--- config.mk ---
export PLATFORM = sky130hd
export DESIGN_NAME = add_share_arb
export DESIGN_NICKNAME = d
export VERILOG_FILES = /design/src/rtl/add_share_arb.sv
export SDC_FILE = /design/constraint.sdc
export NUM_CORES = 1
export LEC_CHECK = 0
export ABC_CLOCK_PERIOD_IN_PS = 4250
export BUFFER_PORTS_ARGS = -buffer_cell sky130_fd_sc_hd__clkbuf_2
export CAP_MARGIN = 20
export CORE_UTILIZATION = 48
export CTS_CLUSTER_SIZE = 10
export DETAILED_ROUTE_END_ITERATION = 12
export PLACE_DENSITY = 0.82
export SLEW_MARGIN = 20
export SYNTH_ARGS = -nofsm -noshare
export SYNTH_HDL_FRONTEND = slang
export SYNTH_SLANG_ARGS = --single-unit
--- constraint.sdc ---
create_clock -name clk -period 4.25 [get_ports clk]
set_input_delay 0.2125 -clock clk [delete_from_list [all_inputs] [get_ports clk]]
set_output_delay 0.2125 -clock clk [all_outputs]
set_load 0.01 [all_outputs]
--- src/rtl/add_share_arb.sv ---
// Purpose    : round-robin arbiter sharing one W-bit adder between NREQ requesters.
// Latency    : operands accepted in cycle N appear as a registered result in cycle N+1.
// Backpressure: a held result (rsp_valid && !rsp_ready) blocks all grants; req_ready stays 0.
//
// Ports:
//   clk, rst_n                 - clock, asynchronous active-low reset
//   req_valid/req_ready        - per-requester handshake (req_ready is one-hot or zero)
//   req_a, req_b               - packed operands, requester i owns slice [i*W +: W]
//   rsp_valid/rsp_ready        - result handshake towards the consumer
//   rsp_id, rsp_sum, rsp_carry - winner index, (a+b) mod 2^W, carry out of bit W-1
//   op_cnt                     - wrapping count of completed result handshakes
module add_share_arb #(
  parameter int W    = 4,
  parameter int NREQ = 4,
  parameter int IDW  = $clog2(NREQ)
) (
  input  logic              clk,
  input  logic              rst_n,
  input  logic [NREQ-1:0]   req_valid,
  input  logic [NREQ*W-1:0] req_a,
  input  logic [NREQ*W-1:0] req_b,
  output logic [NREQ-1:0]   req_ready,
  output logic              rsp_valid,
  input  logic              rsp_ready,
  output logic [IDW-1:0]    rsp_id,
  output logic [W-1:0]      rsp_sum,
  output logic              rsp_carry,
  output logic [15:0]       op_cnt
);

  typedef enum logic {
    EMPTY = 1'b0,
    FULL  = 1'b1
  } state_t;

  state_t         state_q, state_d;
  logic [IDW-1:0] ptr_q, ptr_d;
  logic [IDW-1:0] rsp_id_q, rsp_id_d;
  logic [W-1:0]   rsp_sum_q, rsp_sum_d;
  logic           rsp_carry_q, rsp_carry_d;
  logic [15:0]    op_cnt_q, op_cnt_d;

  logic           load_en;
  logic           any_vld;
  logic           grant;
  logic           rsp_hs;
  logic [IDW-1:0] winner;
  logic [IDW:0]   scan_idx;
  logic [W-1:0]   op_a;
  logic [W-1:0]   op_b;
  logic [W:0]     sum_full;

  // The result register can take a new value when it is empty or being drained.
  assign load_en = (state_q == EMPTY) || rsp_ready;
  assign rsp_hs  = (state_q == FULL) && rsp_ready;

  // Rotating priority scan starting at ptr_q. The index is kept one bit wider
  // than IDW so ptr+k never overflows before the wrap at NREQ, which matters
  // when NREQ is not a power of two.
  always_comb begin
    any_vld  = 1'b0;
    winner   = '0;
    scan_idx = '0;
    for (int k = 0; k < NREQ; k++) begin
      scan_idx = {1'b0, ptr_q} + (IDW+1)'(k);
      if (scan_idx >= (IDW+1)'(NREQ)) begin
        scan_idx = scan_idx - (IDW+1)'(NREQ);
      end
      if (!any_vld && req_valid[scan_idx[IDW-1:0]]) begin
        any_vld = 1'b1;
        winner  = scan_idx[IDW-1:0];
      end
    end
  end

  // rst_n gates the grant so no requester sees an accept while reset is held,
  // even though the empty result register would otherwise allow a load.
  assign grant = load_en && any_vld && rst_n;

  always_comb begin
    req_ready = '0;
    if (grant) begin
      req_ready[winner] = 1'b1;
    end
  end

  // Operand mux: constant slice per requester, selected by the winner index.
  always_comb begin
    op_a = '0;
    op_b = '0;
    for (int i = 0; i < NREQ; i++) begin
      if (winner == IDW'(i)) begin
        op_a = req_a[i*W +: W];
        op_b = req_b[i*W +: W];
      end
    end
  end

  // Both operands are zero-extended so the carry lands in bit W.
  assign sum_full = {1'b0, op_a} + {1'b0, op_b};

  // Output-register FSM and datapath next state.
  always_comb begin
    state_d     = state_q;
    ptr_d       = ptr_q;
    rsp_id_d    = rsp_id_q;
    rsp_sum_d   = rsp_sum_q;
    rsp_carry_d = rsp_carry_q;
    op_cnt_d    = op_cnt_q;

    case (state_q)
      EMPTY: begin
        if (grant) begin
          state_d = FULL;
        end
      end
      FULL: begin
        // With a grant in the same cycle the register reloads with no bubble.
        if (rsp_ready && !grant) begin
          state_d = EMPTY;
        end
      end
      default: begin
        state_d = EMPTY;
      end
    endcase

    if (grant) begin
      rsp_id_d    = winner;
      rsp_sum_d   = sum_full[W-1:0];
      rsp_carry_d = sum_full[W];
      if (winner == IDW'(NREQ-1)) begin
        ptr_d = '0;
      end else begin
        ptr_d = winner + IDW'(1);
      end
    end

    if (rsp_hs) begin
      op_cnt_d = op_cnt_q + 16'd1;
    end
  end

  always_ff @(posedge clk or negedge rst_n) begin
    if (!rst_n) begin
      state_q     <= EMPTY;
      ptr_q       <= '0;
      rsp_id_q    <= '0;
      rsp_sum_q   <= '0;
      rsp_carry_q <= 1'b0;
      op_cnt_q    <= '0;
    end else begin
      state_q     <= state_d;
      ptr_q       <= ptr_d;
      rsp_id_q    <= rsp_id_d;
      rsp_sum_q   <= rsp_sum_d;
      rsp_carry_q <= rsp_carry_d;
      op_cnt_q    <= op_cnt_d;
    end
  end

  assign rsp_valid = (state_q == FULL);
  assign rsp_id    = rsp_id_q;
  assign rsp_sum   = rsp_sum_q;
  assign rsp_carry = rsp_carry_q;
  assign op_cnt    = op_cnt_q;

endmodule

After elaboration in Yosys (flattened, before gate mapping):

Cells that the tools add are included.

* register bits: 26
* bits of input ports: 39
* output and inout port bits: 28
* word-level logic and storage cells: 79

* $add $sub $neg: 10
* magnitude comparators: 10
* eq/ne operators: 3
* mux-type cells: 35
* bitwise gates (word level): 1
* reductions and logical operators: 14

Operator list (count)
* two-way mux 4 bit: 9
* two-way mux 2 bit: 9
* adder 16 x 1 -> 16 bit, second input constant: 1
* less-than comparator 2 x 3 -> 1 bit, second input constant: 5
* two-way mux 1 bit: 11
* >= comparator 3 bit, second input constant: 3
* binary-select mux 1 bit (select 2 bit): 4
* logical AND 1 bit: 8
* subtractor 2 x 1 -> 2 bit, second input constant: 4
* adder 2 x 2 -> 3 bit, second input constant: 2
* adder 4 x 4 -> 5 bit: 1
* == test 2 bit, second input constant: 2
* logical NOT 1 bit: 4
* adder 2 x 1 -> 3 bit, second input constant: 1
* >= comparator 2 x 3 -> 1 bit, second input constant: 1
* adder 2 x 1 -> 2 bit, second input constant: 1
* demux 1 bit (select 2 bit): 1
* == test 2 x 1 -> 1 bit, second input constant: 1
* >= comparator 2 x 1 -> 1 bit, second input constant: 1
* logical NOT 2 bit: 1
* case mux 1 bit (2 select lines): 1
* logical OR 1 bit: 1
* inverter 1 bit: 1

Logic depth before layout (Yosys ltp):

Gate-level depths: netlist (run 1).

* depth after elaboration: 20
* gate-level depth with buffers: 14

Least setup slack after synthesis (run 1):

No wires, ideal clock.

* path type: register -> register
* start point: reg ptr_q[1]
* end point: reg rsp_sum_q[3] (netlist: rsp_sum[3])
* library setup time: 125 ps
* arrival: 3020 ps
* setup slack: 1105 ps
* stages on the path, launching flop included: 14
* buffers on the path: 1
* period minus slack after synthesis: 3145 ps
* cell sequence: dfrtp_1 > mux2_4 > a221oi_2 > inv_1 > ha_1 > nor2b_1 > clkbuf_1 > a221oi_1 > o31ai_1 > ha_1 > a21o_1 > a21oi_1 > xnor2_1 > mux2_4

* longest elaborated chain between the ends: 20
* elaborated cells between the ends (all ways): 52
* those cells by class: add/sub (8); order compare (4); eq/ne (3); mux (28); reduce/logical (9)

RTL lines
* start: declaration: RTL line 37 `logic [IDW-1:0] ptr_q, ptr_d;`
* start signal: assignment: RTL line 154 `ptr_q <= ptr_d;`
* parallel branches: the longest is 13 deep, another holds adder 2 x 1 -> 3 bit
* two-way mux 2 bit (*): RTL line 69 `if (!any_vld && req_valid[scan_idx[IDW-1:0]]) begin`
* via winner[0]: RTL line 47 `logic [IDW-1:0] winner;`
* logical NOT 2 bit: RTL line 92 `if (winner == IDW'(i)) begin`
* two-way mux 4 bit (4 in series): RTL line 92
* adder 4 x 4 -> 5 bit (*): RTL line 100 `assign sum_full = {1'b0, op_a} + {1'b0, op_b};`
* end signal: assignment: RTL line 156 `rsp_sum_q <= rsp_sum_d;`
* end: declaration: RTL line 39 `logic [W-1:0] rsp_sum_q, rsp_sum_d;`

Mark *: on every way through the listed nets, which the timed path passes. The select of a mux whose other input is x is not followed.
A chain may end at the register's enable or synchronous reset.

Worst setup path after layout (run 1):

Ends and elaborated chain as after synthesis.

==> summary.md, run 1 <==
| Metric | Value |
|---|---|
| Result of the run | `completed` |
| FP Rows | `20` |
| Antenna diodes | `0` |
| Arr. time, crit path | `3.66 ns` |
| Count of H-tree levels built during CTS | `1` |
| Fraction of layout instances using a drive strength above 1 | `37.5%` |
| Mapped Cells | `159` |
| Share of flip-flops with an asynchronous set or reset | `100%` |
| Worst slack at placement | `0.838 ns` |
| Crit Path Category | `reg -> reg` |
| Area taken by multi-input logic gates | `938 um^2` |
| TritonCTS Buffers | `3` |
| Minimum clock period after layout | `3.42 ns` |
| Maximum frequency from static timing analysis | `0.292 GHz` |
| Initial antenna violation count | `0` |
| Nets | `approximately 270` |
| Count of yosys warnings during synthesis | `0` |
| Starting Density | `52.2%` |
| Clock transition at the registers of the reported paths | `0.15 ns` |
| TritonCTS clock tree | `done` |
| Area taken by flip-flops and latches | `approximately 650 um^2` |
| First-pass GRT wire length | `5050 um` |
| Routability-driven placement congestion ratio | `0.804` |
| Portion of the post-synthesis area used by sequential elements | `between 30% and 40%` |
| Nature of the critical path startpoint | `flop` |
| Data required time at the worst endpoint | `4.49 ns` |
| Routed wire per std cell | `12.4 um` |
| Buffers from clock root to sink, at most | `2` |
| Detailed-router iteration count before antenna repair | `4` |
| Via count | `approximately 1400` |
| Synthesized Nets | `208` |
| Actual transition at the worst max-transition pin | `~0.70 ns` |
| Floorplan die width | `60.5 um` |
| Post-route setup TNS | `0 ns` |
| Distinct cells, synth | `32` |
| EDFF count, synth | `0` |
| Leakage Power | `1.05 nW` |
| Ratio of final minimum period to clock period | `approximately four fifths` |
| Final-report max-slew violation count | `0` |
| Pin count of the biggest net entering global routing | `28` |
| Area of the die | `between 3000 and 4000 um^2` |
| Vias in the first global route | `1206` |
| Unrepaired setup endpoints after global routing | `no` |
| Die Y | `roughly 60 um` |
| GRT Residual Overflow | `0` |
| Vias per std cell | `5.12` |
| Core ar. | `about 3200 um^2` |
| Worst setup EP type | `flop` |
| Number of cells upsized or downsized after cts | `0` |
| Filler Cells Inserted | `273` |
| Synthesis-stage register bit count | `26` |
| Area of the mapped netlist | `1650 um^2` |
| All-Layer GR Usage | `18.5%` |
| Total number of clock tree sinks | `26` |
| Maximum vdd ir drop | `roughly 420 uV` |
| Final setup violation count | `0` |
| Cell Pwr Density | `553 nW/um^2` |
| Clock root cell | `sky130_fd_sc_hd__clkbuf_4` |
| Relative area change from synthesis to final layout | `25.4%` |
| Headroom to the max-slew limit | `53.3%` |
| Count of antenna-violating nets left after detailed routing | `0` |
| Primary flip-flop cell chosen by synthesis mapping | `sky130_fd_sc_hd__dfrtp_1` |
| Wire length after detailed routing | `between 3000 and 4000 um` |
| Worst Skew | `0.00901 ns` |
| Number of buffers added for setup after CTS | `0` |
| DP Wirelength | `between 2000 and 3000 um` |
| Min-delay worst type | `in -> reg` |
| DRC violations left | `0` |
| Worst Slack Setup Final | `0.828 ns` |
| Post-Synthesis Mean Instance Area | `approximately 10 um^2` |
| Final hold vios | `0` |
| Maximum fanout count along the critical path | `17` |
| Iteration-0 DRC Markers | `49` |
| IO Port Bufs | `66` |
| I/O Pins | `67` |
| Max-cap violation count | `0` |
| Later-pin clock latency in the skew report | `0.33 ns` |
## registers in the layout (all words and copies together), names as in the netlist
| name | flops |
|---|---|
| ptr_q | 2 |
| rsp_id | 2 |
| rsp_sum | 4 |
| rsp_valid | 1 |
| rsp_carry | 1 |
| op_cnt | 16 |
## cell families (layout without fill, tap and decap cells)
logic type | Yosys count | in the layout | synth area share, %
compound gates | 32 | 32 | 15.6
xor+xnor | 17 | 17 | 9.05
fa+ha+maj | 10 | 10 | 8.06
buf+inv | 13 | 78 | 3.42
flops | 26 | 26 | 39.5
mux | 8 | 8 | 7.07
simple gates | 53 | 53 | 17.3
## through the flow
step	hold WS (ns)	cell area (um^2)	util [%]	power (mW)	instances
2_1_floorplan	-0.0831	1650	-	0.809	159
3_3_place_gp	0.283	2000	63.5	0.963	263
3_5_place_dp	0.297	2000	63.5	0.977	263
4_1_cts	0.135	2060	65.4	1.16	268
5_1_grt	0.166	2060	65.4	1.23	268
6_report	0.152	2060	65.4	1.14	268
## Yosys cell counts, types with 2 or more instances
cell type	n	share of area, %
sky130_fd_sc_hd__nor2b_1	8	3.0
sky130_fd_sc_hd__dfrtp_1	26	40
sky130_fd_sc_hd__o31ai_1	7	3.2
sky130_fd_sc_hd__a21oi_1	10	3.0
sky130_fd_sc_hd__nand4_1	4	1.5
sky130_fd_sc_hd__o21ai_0	2	0.61
sky130_fd_sc_hd__xor2_1	3	1.6
sky130_fd_sc_hd__nand2_1	16	3.7
sky130_fd_sc_hd__nand3_1	5	1.5
sky130_fd_sc_hd__and2_1	5	1.9
sky130_fd_sc_hd__a21o_1	2	0.91
sky130_fd_sc_hd__nand3b_1	2	0.91
sky130_fd_sc_hd__clkbuf_1	4	0.91
sky130_fd_sc_hd__a221oi_1	7	3.7
sky130_fd_sc_hd__ha_1	9	6.8
sky130_fd_sc_hd__inv_1	7	1.6
sky130_fd_sc_hd__xnor2_1	14	7.5
sky130_fd_sc_hd__nor2_1	8	1.8
sky130_fd_sc_hd__mux2_4	7	6.4
## path summary, 6_finish.rpt
kind	start	endpoint	slack (ns)	cells past startpoint
worst min-delay path	rsp_ready	rsp_valid$_DFF_PN0_	0.15	2
max in group asynchronous	rst_n	ptr_q[1]$_DFFE_PN0P_	3.36	2
worst max register to register	ptr_q[1]$_DFFE_PN0P_	rsp_sum[3]$_DFFE_PN0P_	0.83	11
min in group asynchronous	rst_n	op_cnt[7]$_DFFE_PN0P_	0.44	2
worst max-delay path	ptr_q[1]$_DFFE_PN0P_	rsp_sum[3]$_DFFE_PN0P_	0.83	11
worst min register to register	op_cnt[15]$_DFFE_PN0P_	op_cnt[15]$_DFFE_PN0P_	0.49	1
## area by class of cell
cell class / count / area share (%)
multi-input cells: 120 / 45.5
flip-flops and latches: 26 / 31.5
repair buffers: 67 / 16.5
well taps: 44 / 2.67
clock inverters: 1 / 1.46
inverters: 7 / 1.27
clock buffers: 3 / 1.09
## where the power goes
group / switching, mW / internal (mW)
clock network: 0.0765 / 0.0954
logic: 0.293 / 0.292
registers: 0.0650 / 0.319
## routing by layer
layer  share of wire, %  GRT usage (%)
met4               0.54           4.87
met5                  0              0
met1                 49           24.0
met2                 44           32.3
met3                6.3           2.77
## timing repair
item	in CTS	in global routing
setup endpoints to repair	0	0
hold buffers	1	0
hold endpoints to repair	26	0
## placed cells by master (no fill, tap or decap), drive strengths merged, types with 5 or more instances in the layout
master / Yosys / layout
o31ai: 7 / 7
ha: 9 / 9
inv: 7 / 7
xnor2: 14 / 14
a21oi: 11 / 11
a221oi: 8 / 8
clkbuf: 4 / 69
and2: 5 / 5
mux2: 8 / 8
dfrtp: 26 / 26
nand2: 16 / 16
nor2: 9 / 9
nor2b: 8 / 8
nand3: 6 / 6
## worst max-delay path, cell delays in order (launching register included)
cell and delay, ns:
sky130_fd_sc_hd__dfrtp_1 0.46, sky130_fd_sc_hd__mux2_4 0.32, sky130_fd_sc_hd__a221oi_2 0.43, sky130_fd_sc_hd__inv_1 0.13, sky130_fd_sc_hd__ha_1 0.38, sky130_fd_sc_hd__nor2b_1 0.20
sky130_fd_sc_hd__o31ai_1 0.44, sky130_fd_sc_hd__ha_1 0.32, sky130_fd_sc_hd__a21o_1 0.17, sky130_fd_sc_hd__a21oi_1 0.17, sky130_fd_sc_hd__xnor2_1 0.08, sky130_fd_sc_hd__mux2_4 0.25
No activity file was read; power rests on OpenSTA's default activity.
==> run 2, diff against run 1 <==
ABC_CLOCK_PERIOD_IN_PS = 3150   (was 4250)
clock period = 3.15 ns   (was 4.25 ns; I/O delays follow)
==> run 2 against run 1 <==
  * Critical path depth increased by 1
  * Fmax is 11% higher
  * Register-to-register slack lost 0.76 ns
  * Clock power up 35%
  * Critical path type unchanged
  * Critical endpoint unchanged
  * Largest power group unchanged
==> summary.md, run 2 (synthesis gave the netlist of run 1 again) <==
| Metric | Value |
|---|---|
| I/O Pins | `67` |
| Maximum vdd ir drop | `407 uV` |
| Share of total power in the clock network | `12.7%` |
| Die Y | `60.5 um` |
| Nature of the critical path startpoint | `flop` |
| Fraction of layout instances using a drive strength above 1 | `between 40 and 50%` |
| HP Start | `rsp_ready` |
| Worst setup EP type | `flop` |
| Antenna diodes | `0` |
| Via count | `1483` |
| Area of the die | `3670 um^2` |
| Data required time at the worst endpoint | `roughly 3.4 ns` |
| Starting Density | `a little over half` |
| Nets | `286` |
| Vias in the first global route | `between 1000 and 1500` |
| Iteration-0 DRC Markers | `74` |
| Hold-critical path depth | `2` |
| Pin count of the biggest net entering global routing | `28` |
| Maximum frequency from static timing analysis | `0.324 GHz` |
| Total cell area at the placement stage | `slightly above 2000 um^2` |
| Final setup violation count | `0` |
| IO Port Bufs | `66` |
| Final-report max-slew violation count | `0` |
| Detailed-router iteration count before antenna repair | `4` |
| Fraction of power spent switching nets | `38.7%` |
| Buffers from clock root to sink, at most | `2` |
| Filler Cells Inserted | `251` |
| Count of antenna-violating nets left after detailed routing | `0` |
| Clock root cell | `sky130_fd_sc_hd__clkbuf_4` |
| Actual transition at the worst max-transition pin | `0.521 ns` |
| Vias per std cell | `5.30` |
| Finished Layout Cells | `280` |
| Post-route cell area | `2290 um^2` |
| First-pass GRT wire length | `5710 um` |
| Post-route setup TNS | `0 ns` |
| Wire length after detailed routing | `between 3000 and 4000 um` |
| Relative area change from synthesis to final layout | `39.1%` |
| Max FFs per register | `16` |
| DP Wirelength | `2820 um` |
| Crit Path Category | `reg -> reg` |
| Highest-count cells in the layout ignoring fill and taps | `sky130_fd_sc_hd__clkbuf_2 (66), sky130_fd_sc_hd__dfrtp_1 (26), sky130_fd_sc_hd__nand2_1 (16), sky130_fd_sc_hd__xnor2_1 (13), sky130_fd_sc_hd__buf_4 (12)` |
| Minimum clock period after layout | `3.08 ns` |
| Maximum fanout count along the critical path | `6` |
| Register-to-register setup slack | `0.07 ns` |
| Floorplan die width | `60.5 um` |
| All-Layer GR Usage | `21.3%` |
| Ratio of final minimum period to clock period | `97.9%` |
| Cell count after placement | `272` |
| Worst Skew | `0.00257 ns` |
| Combinational share of power | `59.1%` |
| Launch instance of the worst register-to-register path | `ptr_q[1]$_DFFE_PN0P_` |
| FP Rows | `20` |
| Endpoint of the worst register-to-register path | `rsp_sum[3]$_DFFE_PN0P_` |
| Leading cell type in the layout, fill and taps excluded | `sky130_fd_sc_hd__clkbuf_2` |
| GRT Residual Overflow | `0` |
| TritonCTS clock tree | `done` |
| DRC violations left | `0` |
| Worst hold margin | `roughly 0.099 ns` |
| Headroom to the max-slew limit | `65.2%` |
| Cell Pwr Density | `between 700 and 800 nW/um^2` |
| TritonCTS Buffers | `3` |
| Overall power consumption | `about 1.8 mW` |
| Core ar. | `3150 um^2` |
| Max-cap violation count | `0` |
| Routability-driven placement congestion ratio | `0.729` |
| Hold-critical path endpoint | `rsp_valid$_DFF_PN0_` |
| Final hold vios | `0` |
| Leakage Power | `1.13 nW` |
| Routed wire per std cell | `14.2 um` |
| Sequential power share | `between 20% and 30%` |
| Arr. time, crit path | `3.31 ns` |
| Count of H-tree levels built during CTS | `1` |
| Switching component of the power | `roughly 710 uW` |
| Reg2Reg Depth | `12` |
| Result of the run | `completed` |
| Initial antenna violation count | `0` |
| Later-pin clock latency in the skew report | `0.32 ns` |
| Total number of clock tree sinks | `26` |
| Clock transition at the registers of the reported paths | `0.14 ns` |
| Min-delay worst type | `in -> reg` |
| Internal cell power | `between 1 and 1.5 mW` |
## run 2: cell count changes in the layout (fill, tap and decap cells not counted), moves of 2 or more
cell / change
sky130_fd_sc_hd__a221oi_1: -6
sky130_fd_sc_hd__a221oi_2: +4
sky130_fd_sc_hd__a221oi_4: +2
sky130_fd_sc_hd__buf_4: +12
sky130_fd_sc_hd__ha_1: -3
sky130_fd_sc_hd__ha_2: +2
sky130_fd_sc_hd__o31ai_1: -2
## run 2: worst max path at each step
stage / startpoint / endpoint / slack, ns / depth (start not counted)
5_1_grt: ptr_q[1]$_DFFE_PN0P_ / rsp_sum[3]$_DFFE_PN0P_ / -0.06 / 12
3_3_place_gp: ptr_q[1]$_DFFE_PN0P_ / rsp_sum[3]$_DFFE_PN0P_ / -0.02 / 14
2_1_floorplan: ptr_q[1]$_DFFE_PN0P_ / rsp_sum[3]$_DFFE_PN0P_ / 0.005 / 13
4_1_cts: ptr_q[1]$_DFFE_PN0P_ / rsp_sum[3]$_DFFE_PN0P_ / 0.01 / 12
6_report: ptr_q[1]$_DFFE_PN0P_ / rsp_sum[3]$_DFFE_PN0P_ / 0.07 / 12
3_5_place_dp: ptr_q[1]$_DFFE_PN0P_ / rsp_sum[3]$_DFFE_PN0P_ / -0.14 / 14
## run 2: area by class of cell
cell class / instances / area [um^2] / share of cell area (%)
flip-flops and latches: 26 / 651 / 28.4
inverters: 7 / 26.3 / 1.15
multi-input cells: 120 / 1070 / 46.9
well taps: 44 / 55.1 / 2.41
clock buffers: 3 / 22.5 / 0.984
clock inverters: 1 / 30.0 / 1.31
repair buffers: 79 / 430 / 18.8
## run 2: layer usage
metal | vias up | wire length (um) | track usage [%]
met4 | 0 | 56 | 7.47
met5 | - | 0 | 0
met2 | 65 | 1940 | 36.3
met1 | 692 | 1730 | 27.0
li1 | 718 | - | -
met3 | 8 | 251 | 4.26
## run 2: critical path: stages (launching register included)
cell,delay (ns)
sky130_fd_sc_hd__dfrtp_1,0.43
sky130_fd_sc_hd__mux2_4,0.32
sky130_fd_sc_hd__a221oi_4,0.33
sky130_fd_sc_hd__inv_2,0.09
sky130_fd_sc_hd__ha_1,0.24
sky130_fd_sc_hd__nor2b_4,0.17
sky130_fd_sc_hd__a221oi_4,0.29
sky130_fd_sc_hd__o31ai_4,0.12
sky130_fd_sc_hd__ha_1,0.30
sky130_fd_sc_hd__a21o_1,0.20
sky130_fd_sc_hd__a21oi_2,0.17
sky130_fd_sc_hd__xnor2_1,0.08
sky130_fd_sc_hd__mux2_4,0.25
## run 2: per-stage QoR
step	worst slack, ns	utilization, %
after global routing	-0.0594	72.6
after detailed placement	-0.138	65.6
after global placement	-0.0188	65.6
after floorplan	0.00487	-
after CTS	0.00982	68.7
final	0.0670	72.6
## run 2: power by group through the flow
stage | Combinational (mW) | Clock [mW] | Sequential (mW)
finish | 1.08 | 0.232 | 0.517
global placement | 0.841 | 0 | 0.518
global route | 1.18 | 0.249 | 0.529
detailed placement | 0.867 | 0 | 0.521
CTS | 0.907 | 0.238 | 0.516
floorplan | 0.537 | 0 | 0.554
## run 2: timing repair
action,in CTS,in global routing
buffers inserted,0,3
pin swaps,0,4
gates cloned,0,0
hold endpoints to repair,26,0
hold buffers,1,0
resized for setup,7,16
setup endpoints to repair,3,4
